### config.mk
export PLATFORM = sky130hd
export DESIGN_NAME = reg_file_sequencer_flat
export DESIGN_NICKNAME = d
export VERILOG_FILES = /design/src/rtl/cpu_pkg.sv /design/src/rtl/reg_file_sequencer_if.sv /design/src/rtl/alu8.sv /design/src/rtl/reg_file_sequencer.sv /design/src/flat_wrapper.sv
export SDC_FILE = /design/constraint.sdc
export NUM_CORES = 1
export LEC_CHECK = 0
export CORE_MARGIN = 10
export CORE_UTILIZATION = 44
export CTS_BUF_LIST = sky130_fd_sc_hd__clkbuf_8 sky130_fd_sc_hd__clkbuf_16
export CTS_CLUSTER_SIZE = 16
export DETAILED_ROUTE_END_ITERATION = 10
export GPL_TIMING_DRIVEN = 0
export PLACE_DENSITY = 0.75
export SLEW_MARGIN = 20
export SYNTH_ARGS = -nofsm -noshare
export SYNTH_HDL_FRONTEND = slang
export SYNTH_HIERARCHICAL = 1
export SYNTH_SLANG_ARGS = --single-unit
### constraint.sdc
create_clock -name clk -period 3.35 [get_ports clk]
set_input_delay 0.335 -clock clk [delete_from_list [all_inputs] [get_ports clk]]
set_output_delay 0.335 -clock clk [all_outputs]
set_load 0.01 [all_outputs]
### src/rtl/cpu_pkg.sv
// Shared widths, opcode/state encodings and instruction layout for the register-file sequencer.
package cpu_pkg;

    localparam int unsigned DATA_W  = 8;
    localparam int unsigned ADDR_W  = 4;
    localparam int unsigned INSTR_W = 16;
    localparam int unsigned OP_W    = 4;

    typedef enum logic [OP_W-1:0] {
        OP_NOP = 4'd0,
        OP_ADD = 4'd1,
        OP_SUB = 4'd2,
        OP_AND = 4'd3,
        OP_OR  = 4'd4,
        OP_XOR = 4'd5,
        OP_MOV = 4'd6,
        OP_LDI = 4'd7,
        OP_SHL = 4'd8,
        OP_SHR = 4'd9
    } opcode_t;

    typedef enum logic [1:0] {
        S_IDLE = 2'd0,
        S_READ = 2'd1,
        S_EXEC = 2'd2,
        S_WB   = 2'd3
    } seq_state_t;

    // Instruction word: [15:12] opcode, [11:8] rd, [7:4] rs1, [3:0] rs2.
    typedef struct packed {
        logic [OP_W-1:0]   opcode;
        logic [ADDR_W-1:0] rd;
        logic [ADDR_W-1:0] rs1;
        logic [ADDR_W-1:0] rs2;
    } instr_t;

    // LDI immediate occupies the two source-register fields.
    function automatic logic [DATA_W-1:0] imm8(input instr_t i);
        return {i.rs1, i.rs2};
    endfunction

endpackage

### src/rtl/reg_file_sequencer_if.sv
// Instruction handshake plus register-file read/write port of the sequencer.
interface reg_file_sequencer_if
    import cpu_pkg::*;
();

    logic               instr_valid;
    logic               instr_ready;
    logic [INSTR_W-1:0] instr;
    logic [ADDR_W-1:0]  ra1;
    logic [ADDR_W-1:0]  ra2;
    logic [DATA_W-1:0]  rd1;
    logic [DATA_W-1:0]  rd2;
    logic [ADDR_W-1:0]  wa;
    logic [DATA_W-1:0]  alu_result;
    logic               write_enable;
    logic               done;
    logic               illegal;
    logic               flag_zero;
    logic               flag_carry;

    // Sequencer side: initiates register-file accesses.
    modport master (
        input  instr_valid, instr, rd1, rd2,
        output instr_ready, ra1, ra2, wa, alu_result, write_enable,
               done, illegal, flag_zero, flag_carry
    );

    // Environment side: instruction source and register file.
    modport slave (
        output instr_valid, instr, rd1, rd2,
        input  instr_ready, ra1, ra2, wa, alu_result, write_enable,
               done, illegal, flag_zero, flag_carry
    );

endinterface

### src/rtl/alu8.sv
// Combinational 8-bit ALU: result, carry and write/illegal classification per opcode.
module alu8
    import cpu_pkg::*;
(
    input  logic [OP_W-1:0]   op,
    input  logic [DATA_W-1:0] a,
    input  logic [DATA_W-1:0] b,
    input  logic [DATA_W-1:0] imm,
    input  logic              carry_in,
    output logic [DATA_W-1:0] result,
    output logic              carry_out,
    output logic              writes,
    output logic              illegal
);

    logic [DATA_W:0] sum;
    logic [DATA_W:0] diff;

    // Carry defaults to the current flag so ops that do not touch it pass it through.
    always_comb begin
        sum       = {1'b0, a} + {1'b0, b};
        diff      = {1'b0, a} - {1'b0, b};
        result    = '0;
        carry_out = carry_in;
        writes    = 1'b1;
        illegal   = 1'b0;
        case (op)
            OP_NOP: writes = 1'b0;
            OP_ADD: begin
                result    = sum[DATA_W-1:0];
                carry_out = sum[DATA_W];
            end
            OP_SUB: begin
                result    = diff[DATA_W-1:0];
                carry_out = diff[DATA_W];
            end
            OP_AND: begin
                result    = a & b;
                carry_out = 1'b0;
            end
            OP_OR: begin
                result    = a | b;
                carry_out = 1'b0;
            end
            OP_XOR: begin
                result    = a ^ b;
                carry_out = 1'b0;
            end
            OP_MOV: result = a;
            OP_LDI: result = imm;
            OP_SHL: begin
                result    = {a[DATA_W-2:0], 1'b0};
                carry_out = a[DATA_W-1];
            end
            OP_SHR: begin
                result    = {1'b0, a[DATA_W-1:1]};
                carry_out = a[0];
            end
            default: begin
                writes  = 1'b0;
                illegal = 1'b1;
            end
        endcase
    end

endmodule

### src/rtl/reg_file_sequencer.sv
// Fetches operands from the register file, executes one instruction and writes the result back.
module reg_file_sequencer
    import cpu_pkg::*;
(
    input  logic                 clk,
    input  logic                 reset_n,
    reg_file_sequencer_if.master bus
);

    seq_state_t        state;
    instr_t            instr_q;
    logic [DATA_W-1:0] opa;
    logic [DATA_W-1:0] opb;

    logic [DATA_W-1:0] imm_c;
    logic [DATA_W-1:0] alu_res_c;
    logic              alu_carry_c;
    logic              alu_writes_c;
    logic              alu_illegal_c;

    assign imm_c = imm8(instr_q);

    alu8 u_alu (
        .op        (instr_q.opcode),
        .a         (opa),
        .b         (opb),
        .imm       (imm_c),
        .carry_in  (bus.flag_carry),
        .result    (alu_res_c),
        .carry_out (alu_carry_c),
        .writes    (alu_writes_c),
        .illegal   (alu_illegal_c)
    );

    // IDLE -> READ -> EXEC -> WB sequencing with registered port outputs; pulses last one cycle.
    always_ff @(posedge clk or negedge reset_n) begin
        if (!reset_n) begin
            state            <= S_IDLE;
            instr_q          <= '0;
            opa              <= '0;
            opb              <= '0;
            bus.instr_ready  <= 1'b1;
            bus.ra1          <= '0;
            bus.ra2          <= '0;
            bus.wa           <= '0;
            bus.alu_result   <= '0;
            bus.write_enable <= 1'b0;
            bus.done         <= 1'b0;
            bus.illegal      <= 1'b0;
            bus.flag_zero    <= 1'b0;
            bus.flag_carry   <= 1'b0;
        end else begin
            bus.write_enable <= 1'b0;
            bus.done         <= 1'b0;
            bus.illegal      <= 1'b0;
            case (state)
                S_IDLE: begin
                    if (bus.instr_valid && bus.instr_ready) begin
                        instr_q         <= instr_t'(bus.instr);
                        bus.ra1         <= bus.instr[7:4];
                        bus.ra2         <= bus.instr[3:0];
                        bus.instr_ready <= 1'b0;
                        state           <= S_READ;
                    end
                end
                S_READ: begin
                    opa   <= bus.rd1;
                    opb   <= bus.rd2;
                    state <= S_EXEC;
                end
                S_EXEC: begin
                    bus.wa           <= instr_q.rd;
                    bus.write_enable <= alu_writes_c;
                    bus.done         <= 1'b1;
                    bus.illegal      <= alu_illegal_c;
                    bus.flag_carry   <= alu_carry_c;
                    if (alu_writes_c) begin
                        bus.alu_result <= alu_res_c;
                        bus.flag_zero  <= (alu_res_c == '0);
                    end
                    state <= S_WB;
                end
                S_WB: begin
                    bus.instr_ready <= 1'b1;
                    state           <= S_IDLE;
                end
            endcase
        end
    end

endmodule

### src/flat_wrapper.sv
// flat-port wrapper written by rule: the top's interface ports become plain ports
module reg_file_sequencer_flat import cpu_pkg::*;
  (clk, reset_n, bus_instr_valid, bus_instr, bus_rd1, bus_rd2, bus_instr_ready, bus_ra1, bus_ra2, bus_wa, bus_alu_result, bus_write_enable, bus_done, bus_illegal, bus_flag_zero, bus_flag_carry);
  reg_file_sequencer_if bus_i ();
  input  logic clk;
  input  logic reset_n;
  input wire logic [$bits(bus_i.instr_valid)-1:0] bus_instr_valid;
  input wire logic [$bits(bus_i.instr)-1:0] bus_instr;
  input wire logic [$bits(bus_i.rd1)-1:0] bus_rd1;
  input wire logic [$bits(bus_i.rd2)-1:0] bus_rd2;
  output wire logic [$bits(bus_i.instr_ready)-1:0] bus_instr_ready;
  output wire logic [$bits(bus_i.ra1)-1:0] bus_ra1;
  output wire logic [$bits(bus_i.ra2)-1:0] bus_ra2;
  output wire logic [$bits(bus_i.wa)-1:0] bus_wa;
  output wire logic [$bits(bus_i.alu_result)-1:0] bus_alu_result;
  output wire logic [$bits(bus_i.write_enable)-1:0] bus_write_enable;
  output wire logic [$bits(bus_i.done)-1:0] bus_done;
  output wire logic [$bits(bus_i.illegal)-1:0] bus_illegal;
  output wire logic [$bits(bus_i.flag_zero)-1:0] bus_flag_zero;
  output wire logic [$bits(bus_i.flag_carry)-1:0] bus_flag_carry;
  assign bus_i.instr_valid = bus_instr_valid;
  assign bus_i.instr = bus_instr;
  assign bus_i.rd1 = bus_rd1;
  assign bus_i.rd2 = bus_rd2;
  assign bus_instr_ready = bus_i.instr_ready;
  assign bus_ra1 = bus_i.ra1;
  assign bus_ra2 = bus_i.ra2;
  assign bus_wa = bus_i.wa;
  assign bus_alu_result = bus_i.alu_result;
  assign bus_write_enable = bus_i.write_enable;
  assign bus_done = bus_i.done;
  assign bus_illegal = bus_i.illegal;
  assign bus_flag_zero = bus_i.flag_zero;
  assign bus_flag_carry = bus_i.flag_carry;
  reg_file_sequencer u_core (.clk(clk), .reset_n(reset_n), .bus(bus_i));
endmodule
==> flow_metrics.py <==
metrics = {
    "final_layout": {
        "drive_gt1_frac": 0.200,
        "stdcell_count": 534,
        "seq_area_um2": 1300,
        "fin_nets": 495,
        "final_cell_area_um2": 4500,
        "n_fill_cell": 748,
        "area_growth_pct": 23.1,
        "multi_input_area_um2": 2080,
        "antenna_cells": 0,
    },
    "drt": {
        "via_count": 3085,
        "via_per_inst": 5.78,
        "drtIter0Drc": 237,
        "ant_nets": 0,
        "wl_per_cell_um": 18.9,
        "drtPass1Iterations": 5,
        "wirelength_mm": 10.1,
        "drc": 0,
    },
    "floorplan": {
        "pin_count": 61,
        "rows": 33,
        "die_height_um": 111,
        "die_x_um": 111,
        "initial_utilization": 0.449,
        "core_um2": 8130,
        "dieArea_um2": 12400,
    },
    "sta": {
        "fmax_mhz": 346,
        "hold_slack_ns": 0.0523,
        "report.final.slew_viol_count": 0,
        "skew_ns": 0.00456,
        "period_needed_ns": 2.89,
        "tightest_slew_ns": 0.843,
        "slew_headroom": 0.437,
        "fin_setup_tns_ns": 0,
        "period_share": 0.862,
        "setup_viol": 0,
        "hold_violations": 0,
        "rsz0062_at_grt": "no",
    },
    "synthesis": {
        "ys_types": 57,
        "ys_top_cells_by_area": "dfrtp_1 35%, mux2_2 14%, ha_1 10%",
        "yosys.area.top_type_share": 0.349,
        "synth_nets": 428,
        "seq_area_frac_synth": 0.356,
        "synth_area_per_cell_um2": 10.1,
        "synth.top_cells.by_count": "51 x dfrtp_1, 46 x mux2_2, 30 x ha_1",
        "synth_edf_count": 0,
        "yosys_warnings": 6,
        "ys_seq_elements": 52,
        "synth_most_common_cell": "dfrtp_1",
        "synthCells": 361,
        "synthesis.area_um2": 3650,
        "synthFlopType": "dfrtp_1",
        "synth-async-reset-ratio": 1.00,
        "synth.largest_area_cell": "dfrtp_1",
    },
    "worst_setup_path": {
        "worstPathCellList": "inv_1, ha_1, buf_2, nor2b_1, o21ai_1, a21oi_1, o21ai_0, o311ai_1, a221o_1, nor4_1, nand2_1, o21ai_0",
        "endpoint_kind": "flop",
        "ff2ff_path_depth": 12,
        "worstSetupPathType": "reg2reg",
        "rrSetupSlack_ns": 0.46,
        "crit_family": "compound AO/OA/AOI/OAI gates",
        "cp-start-kind": "flop",
        "worst_path_most_repeated_cell": "o21ai_0",
        "cp_slowest_cell": "dfrtp_1",
        "reg2reg_to": "u_core/bus.flag_zero",
        "arrival_ns": 3.13,
        "cp_max_fo": 9,
        "r2r-start": "u_core/opa[2]",
        "cpPeakStageDelay_ns": 0.50,
        "critPathRequiredTime_ns": 3.59,
        "crit_buf_inv": 2,
    },
    "outcome": {
        "status": "completed",
    },
    "global_routing": {
        "grt_pass1_vias": 3132,
        "overflow": 0,
        "grt_first_pass_wirelength_mm": 16.2,
        "antenna_found_initial": 0,
        "grtUsageTotal": 0.156,
        "grt_max_degree": 53,
    },
    "cts": {
        "clk_path_buf_depth": 2,
        "clk_pin_slew_ns": 0.10,
        "cts_setup_buffers": 0,
        "numClockSinks": 52,
        "cts_resized": 0,
        "cts_root_buf": "clkbuf_8",
        "clk_latency_ns": 0.31,
        "cts_hold_buf": 0,
        "htree_levels": 2,
        "cts_tree": "yes",
        "cts_buffers": 5,
    },
    "placement": {
        "io_buffers": 60,
        "hpwlAfterDp_mm": 7.84,
        "routabilityCongestion": 0.901,
        "dpl.cell_count": 526,
        "placed_area_um2": 4380,
    },
    "power_and_ir_drop": {
        "p_per_area_nw_per_um2": 1150,
        "power_mw": 5.19,
        "ir_worst_vdd_uv": 405,
        "leakage_nw": 1.94,
    },
    "worst_hold_path": {
        "hp-class": "in2async",
    },
    "flow_run": {
        "maxCapViolations": 0,
    },
}
-- final cells by class --
class | instances | area share
flip-flops and latches | 52 | 0.289
clock inverters | 3 | 0.0103
clock buffers | 5 | 0.0153
multi-input cells | 252 | 0.462
plain buffers | 27 | 0.0359
repair buffers | 60 | 0.133
inverters | 30 | 0.0250
well taps | 105 | 0.0292
-- power by group --
group          switching (mW)  leakage [nW]  internal (mW)
combinational            1.85          1.25           1.61
sequential              0.327         0.626          0.949
clock                   0.230        0.0600          0.227
total                    2.40          1.94           2.78
-- routing by layer --
| metal | up-vias | part of all wire | global-route usage |
|---|---|---|---|
| li1 | 1433 | - | - |
| met3 | 30 | 0.067 | 0.0341 |
| met4 | 0 | 0.031 | 0.0600 |
| met1 | 1492 | 0.42 | 0.189 |
| met5 | - | 0 | 0 |
| met2 | 130 | 0.48 | 0.263 |
-- placed cells by master, fill, tap and decap left out, types with 4 or more instances in the layout --
cell type and instances:
buf_2 12, a221oi_1 6, o221ai_1 4, mux2_2 46
o21ai_0 11, o21ai_1 8, clkdlybuf4s50_1 59, a211oi_1 4
buf_4 11, a31oi_1 6, nor3_1 7, nor2_1 22
mux2i_1 4, clkbuf_8 5, nand2_1 12, o22ai_1 4
clkbuf_1 4, dfrtp_1 51, nand2b_1 6, inv_1 29
a21oi_1 14, ha_1 30, a32oi_1 5, nor2b_1 10
-- worst register-to-register path, cell delays in order (launching register included) --
cell	delay (ns)
dfrtp_1	0.50
inv_1	0.12
ha_1	0.30
buf_2	0.18
nor2b_1	0.15
o21ai_1	0.23
a21oi_1	0.17
o21ai_0	0.25
o311ai_1	0.15
a221o_1	0.38
nor4_1	0.17
nand2_1	0.08
o21ai_0	0.14
-- worst max path at each step --
stage             startpoint                   end  slack, ns  depth (start not counted)
4_1_cts        u_core/opa[1]  u_core/bus.flag_zero       0.52                         11
3_5_place_dp   u_core/opa[2]  u_core/bus.flag_zero       0.55                         12
6_report       u_core/opa[2]  u_core/bus.flag_zero       0.46                         12
5_1_grt        u_core/opa[2]  u_core/bus.flag_zero       0.26                         12
3_3_place_gp         reset_n         u_core/opa[5]       0.43                          1
2_1_floorplan  u_core/opa[2]  u_core/bus.flag_zero       1.01                         12
-- flip-flops by register name, indices dropped and copies added (netlist names) --
| register | cells |
|---|---|
| u_core/bus.illegal | 1 |
| u_core/bus.alu_result | 8 |
| u_core/instr_q | 8 |
| u_core/bus.instr_ready | 1 |
| u_core/bus.write_enable | 1 |
| u_core/opb | 8 |
| u_core/bus.flag_zero | 1 |
| u_core/bus.flag_carry | 1 |
| u_core/state | 2 |
| u_core/bus.done | 1 |
| u_core/bus.wa | 4 |
| u_core/opa | 8 |
| u_core/imm_c | 8 |
-- cell families (layout without fill, tap and decap cells) --
kind of cell               Yosys count  count (layout)  synth area share
AOI/OAI and AO/OA                   91              91             0.180
muxes                               51              51             0.159
buffers and inverters               57             125            0.0750
xor gates and xnor gates             2               2           0.00479
DFF                                 52              52             0.356
and+or+nand+nor                     76              76             0.111
adders and majority gates           32              32             0.114
-- stage by stage --
step | util | setup WS, ns
after floorplan | - | 1.01
after global placement | 0.539 | 0.434
after detailed placement | 0.539 | 0.552
after CTS | 0.553 | 0.517
after global routing | 0.553 | 0.265
final | 0.553 | 0.463
(Power assumes the default switching activity.)
==> RTL edit 1, RTL diff (same flow settings) <==
Make the reset (`reset_n`) synchronous in one clocked block.
--- a/src/rtl/reg_file_sequencer.sv
+++ b/src/rtl/reg_file_sequencer.sv
@@ -33,7 +33,7 @@
     );
 
     // IDLE -> READ -> EXEC -> WB sequencing with registered port outputs; pulses last one cycle.
-    always_ff @(posedge clk or negedge reset_n) begin
+    always_ff @(posedge clk) begin
         if (!reset_n) begin
             state            <= S_IDLE;
             instr_q          <= '0;
Check against the original RTL: differs if reset_n is asserted again (counterexample within 4 cycles, from zero or initial values and one cycle with reset_n low); with reset_n held inactive, the same outputs for 10 cycles.
==> RTL edit 1 against the original RTL <==
Via count is 5.1% higher. Worst setup slack lost 0.012 ns. Synthesized area down 4.2%. Final area down 3.9%. Critical path type unchanged. Routed wire length fell by 0.29%. Sequential cell count unchanged.
Power is not compared: it rests on default switching activity, and its combinational part moved more than twofold at a synthesized area within 25%.
==> RTL edit 1: results (changes against the original RTL) <==
* Critical path fanouts, max at 8 (-1)
* Proportion of total power due to net switching at 42.65%
* Data arrival, critical path at 3.16 ns (+0.03 ns)
* Total Routed Length at 10.07 mm (-0.29%)
* Final hold slack at 0.4605 ns (+0.4082 ns)
* Top routing layer in use: met4
* Proportion of synthesized flip-flops having asynchronous set or reset at 0% (-100 points)
* Startpoint of the lowest-slack register-to-register path: u_core/opa[1]
* Number of cell instances on the worst register-to-register path at 11 (-1)
* Iteration-0 DRC Markers at 271 (+14%)
* Main area contributors after synthesis: sky130_fd_sc_hd__dfxtp_1 30%, sky130_fd_sc_hd__ha_1 11%, sky130_fd_sc_hd__nand2_1 7.6%
* Commonest register cell after synthesis: sky130_fd_sc_hd__dfxtp_1
* Sequential cell area at 1041 um^2 (-20%)
* Slowest stage cell on the critical path: sky130_fd_sc_hd__dfxtp_1
* Maximum clock insertion buffer count at 2 (unchanged)
* Min-Delay Path Class: flop to flop
* Count of multi-input combinational gates at 309 (+23%)
* Ranking of synthesized cells by instance count: 71 x sky130_fd_sc_hd__nand2_1, 52 x sky130_fd_sc_hd__dfxtp_1, 30 x sky130_fd_sc_hd__ha_1
* Half-perimeter wire length of the detailed placement result at 7.758 mm (-1.0%)
* Relative area of non-clock buffer cells in the final design at 17.96% (+1.1 points)
* Slew Limit Headroom at 35.72% (-8.0 points)
* Pre-antenna DRT Iters at 4 (-1)
* Count of inverters other than clock inverters in the layout at 31 (+3.3%)
* Multi-input logic portion of the cell area at 50.13% (+3.9 points)
* Clock buf/inv share at 2.198% (-0.36 points)
* Number of nets in the layout at 556 (+12%)
* Drt via density at 5.475 (-5.2%)
* Weighted congestion reported at the end of routability-driven placement at 0.9520 (+5.7%)
* Cells resized by post-CTS repair at 0 (unchanged)
* Share of cells above drive strength 1 at 8.980% (-11 points)
* Outcome: finished clean
* R2R Path End: u_core/bus.flag_zero
* Largest net degree at the start of global routing at 19 (-64%)
* Placement Setup Slack at 0.4897 ns (-0.06227 ns)
* Detail Route met2 WL at 4.783 mm (-1.3%)
* Capture endpoint of the worst hold path: u_core/instr_q[10]
* Syn_nets at 489 (+14%)
* Number of global-route vias before repair at 3123 (-0.29%)
* Number of cells on the worst hold path at 2
* Total met3 wirelength after detailed routing at 700 um (+2.8%)
* Setup-violating endpoint count in the final report at 0 (unchanged)
* Met1 Wirelength at 4.435 mm (+4.3%)
* Critical Path Max Stage Delay at 0.51 ns
* Worst-skew pair later-pin latency at roughly 0.32 ns
* Overall global routing resource usage at 16.93% (+1.3 points)
* N_diodes at 0 (unchanged)
* Fill cell instance count of the final layout at 709 (-5.2%)
* Setup Skew at 0.006857 ns (+0.002293 ns)
* Number of H-tree levels at 2 (unchanged)
* Global-route wire length before repair at 16.17 mm (about the same)
* Leakage at 1.644 nW
* Netlist cell types at 52 (-8.8%)
* Buffers excl. clock at 90 (+3.4%)
* Sequential element share of the synthesized area at 29.72% (-5.9 points)
[RTL edit 1: cell count changes in the layout (fill, tap and decap cells not counted), sizes merged, moves of 16 or more]
| cell | unedited run | this run |
|---|---|---|
| a21boi | 1 | 26 |
| dfrtp | 51 | 0 |
| dfxtp | 0 | 52 |
| mux2 | 46 | 0 |
| mux2i | 4 | 26 |
| nand2 | 12 | 71 |
| nor2b | 10 | 26 |
[RTL edit 1: layer usage]
layer / vias up / track usage, %
met5: - / 0
met1: 1510 / 21.93
met2: 131 / 27.93
li1: 1585 / -
met4: 0 / 3.996
met3: 15 / 3.835
[RTL edit 1: cell families (layout without fill, tap and decap cells)]
group / after synthesis / count (layout) / synth area share, %
mux: 29 / 29 / 9.360
simple gates: 143 / 143 / 18.79
buf+inv: 61 / 129 / 8.360
xor+xnor: 3 / 3 / 0.7504
flops: 52 / 52 / 29.72
fa+ha+maj: 32 / 32 / 11.86
compound gates: 102 / 102 / 21.15
[RTL edit 1: worst reg2reg max path, stage by stage, from the launching register on]
cell and delay [ns]:
sky130_fd_sc_hd__dfxtp_1 0.51, sky130_fd_sc_hd__inv_1 0.15, sky130_fd_sc_hd__ha_1 0.35, sky130_fd_sc_hd__o21bai_1 0.24, sky130_fd_sc_hd__a21oi_1 0.18, sky130_fd_sc_hd__o41a_2 0.41
sky130_fd_sc_hd__o21ai_0 0.20, sky130_fd_sc_hd__mux2i_1 0.20, sky130_fd_sc_hd__o311ai_0 0.19, sky130_fd_sc_hd__nor4_1 0.22, sky130_fd_sc_hd__nand3_1 0.13, sky130_fd_sc_hd__nand2_1 0.08
[RTL edit 1: worst max-delay path by stage]
| stage | startpoint | depth (start not counted) | endpoint | slack (ns) |
|---|---|---|---|---|
| floorplan | u_core/opa[1] | 10 | u_core/bus.flag_zero | 0.90 |
| global placement | u_core/opa[1] | 11 | u_core/bus.flag_zero | 0.53 |
| detailed placement | u_core/opa[1] | 11 | u_core/bus.flag_zero | 0.49 |
| CTS | u_core/opa[1] | 11 | u_core/bus.flag_zero | 0.46 |
| global route | u_core/opa[1] | 11 | u_core/bus.flag_zero | 0.18 |
| finish | u_core/opa[1] | 11 | u_core/bus.flag_zero | 0.45 |
[RTL edit 1: power by group through the flow]
stage	registers [W]	clock network, W	logic (W)
after global placement	0.000837	0	0.00128
final	0.000828	0.000392	0.00131
after detailed placement	0.000842	0	0.00130
after floorplan	0.000813	0	0.000941
after CTS	0.000828	0.000402	0.00131
after global routing	0.000845	0.000426	0.00144
[RTL edit 1: stage by stage]
stage	instances	instance area, um^2
2_1_floorplan	422	3502
3_5_place_dp	584	4230
3_3_place_gp	584	4230
5_1_grt	592	4325
6_report	592	4325
4_1_cts	592	4325
==> RTL edit 2, RTL diff (same flow settings) <==
Made on the original files. The 4 states of `seq_state_t` get a one-hot encoding in 4 bits.
--- a/src/rtl/cpu_pkg.sv
+++ b/src/rtl/cpu_pkg.sv
@@ -19,11 +19,11 @@
         OP_SHR = 4'd9
     } opcode_t;
 
-    typedef enum logic [1:0] {
-        S_IDLE = 2'd0,
-        S_READ = 2'd1,
-        S_EXEC = 2'd2,
-        S_WB   = 2'd3
+    typedef enum logic [3:0] {
+        S_IDLE = 4'b0001,
+        S_READ = 4'b0010,
+        S_EXEC = 4'b0100,
+        S_WB   = 4'b1000
     } seq_state_t;
 
     // Instruction word: [15:12] opcode, [11:8] rd, [7:4] rs1, [3:0] rs2.
Behaviour: same outputs for any inputs over 10 cycles, from zero or initial values and one cycle with reset_n low; not proved beyond that.
==> RTL edit 2 against the original RTL <==
Synthesized area grew 1.6%. Final area grew 0.89%. Highest routed layer unchanged. Non-clock buffer count decreased by 1. Worst setup slack lost 0.18 ns. Largest cell class unchanged. Routed wire length up 1.8%. Sequential share of layout area increased by 0.87 points. Power down 13%. Sequential cell count rose by 2. Utilization is 0.069 points lower. Synthesized cell count decreased by 0.28%.
==> RTL edit 2: results (changes against the original RTL) <==
* Count of inverters other than clock inverters in the layout at 29 (-3.3%)
* Global-route track usage on met1 at 20.02% (+1.1 points)
* Average routed wire per standard cell at 19.28 um (+2.0%)
* Relative area of non-clock buffer cells in the final design at 16.81% (-0.066 points)
* Proportion of total power due to net switching at 47.00% (+0.66 points)
* Fill cell instance count of the final layout at 719 (-3.9%)
* Critical Path Max Stage Delay at 0.52 ns (+0.02 ns)
* Total met3 wirelength after detailed routing at 775 um (+14%)
* Weighted congestion reported at the end of routability-driven placement at 0.9506 (+5.6%)
* Clock sink total at 54 (+3.8%)
* Half-perimeter wire length of the detailed placement result at 7.628 mm (-2.7%)
* Startpoint of the lowest-slack register-to-register path: u_core/opa[2]
* Sequential cell area at 1354 um^2 (+3.9%)
* Setup Skew at 0.007478 ns (+0.002914 ns)
* Outcome: finished clean
* Overall global routing resource usage at 15.87% (+0.24 points)
* Post-Place Cells at 525 (-0.19%)
* Clock buf/inv share at 2.150% (-0.41 points)
* Clock input transition at the sequential cells of the worst setup and hold paths at 0.12 ns (+0.02 ns)
* Routing usage on met2 at 26.50% (+0.16 points)
* Global-route met3 utilization at 3.704% (+0.29 points)
* Multi-input logic portion of the cell area at 45.92% (-0.27 points)
* Total Routed Length at 10.27 mm (+1.8%)
* Worst-case vdd ir drop at 0.4390 mV (+8.4%)
* Sequential element share of the synthesized area at 36.47% (+0.83 points)
* Share of cells above drive strength 1 at 21.03% (+0.98 points)
* Share of cell area taken by muxes after synthesis at 16.21% (+0.33 points)
* Met1 Wirelength at 4.553 mm (+7.1%)
* Number of global-route vias before repair at 3181 (+1.6%)
* Compound-gate portion of the synthesized area at 17.80% (-0.21 points)
* Ranking of synthesized cells by instance count: 52 x sky130_fd_sc_hd__dfrtp_1, 47 x sky130_fd_sc_hd__mux2_2, 28 x sky130_fd_sc_hd__inv_1
* Detail Route met2 WL at 4.768 mm (-1.6%)
* Count of multi-input combinational gates at 251 (-0.40%)
* Syn_nets at 421 (-1.6%)
* Final hold slack at 0.05222 ns (-0.00004680 ns)
## RTL edit 2: cell count changes after synthesis, sizes merged, moves of 2 or more
cell   delta
nor4b     +3
nor2      +2
a21oi     -2
ha        -6
## RTL edit 2: power by group through the flow
stage                     combinational [W]  clock, W  sequential (W)
after floorplan                     0.00196         0         0.00118
after global placement              0.00277         0         0.00122
after detailed placement            0.00281         0         0.00124
after CTS                           0.00283  0.000428         0.00122
after global routing                0.00314  0.000460         0.00127
final                               0.00288  0.000411         0.00122
## RTL edit 2: metrics by stage
step	area, um^2	setup WS (ns)
after floorplan	3712	0.9090
after global placement	4444	0.3133
after detailed placement	4442	0.4193
after CTS	4539	0.3783
after global routing	4539	0.1913
final	4539	0.2846
## RTL edit 2: worst max-delay path: cells and delay by family (launching register included)
family          cells  cell delay [ns]
compound gates      6             1.38
flops               1             0.52
simple gates        3             0.52
fa+ha+maj           1             0.30
buf+inv             2             0.28
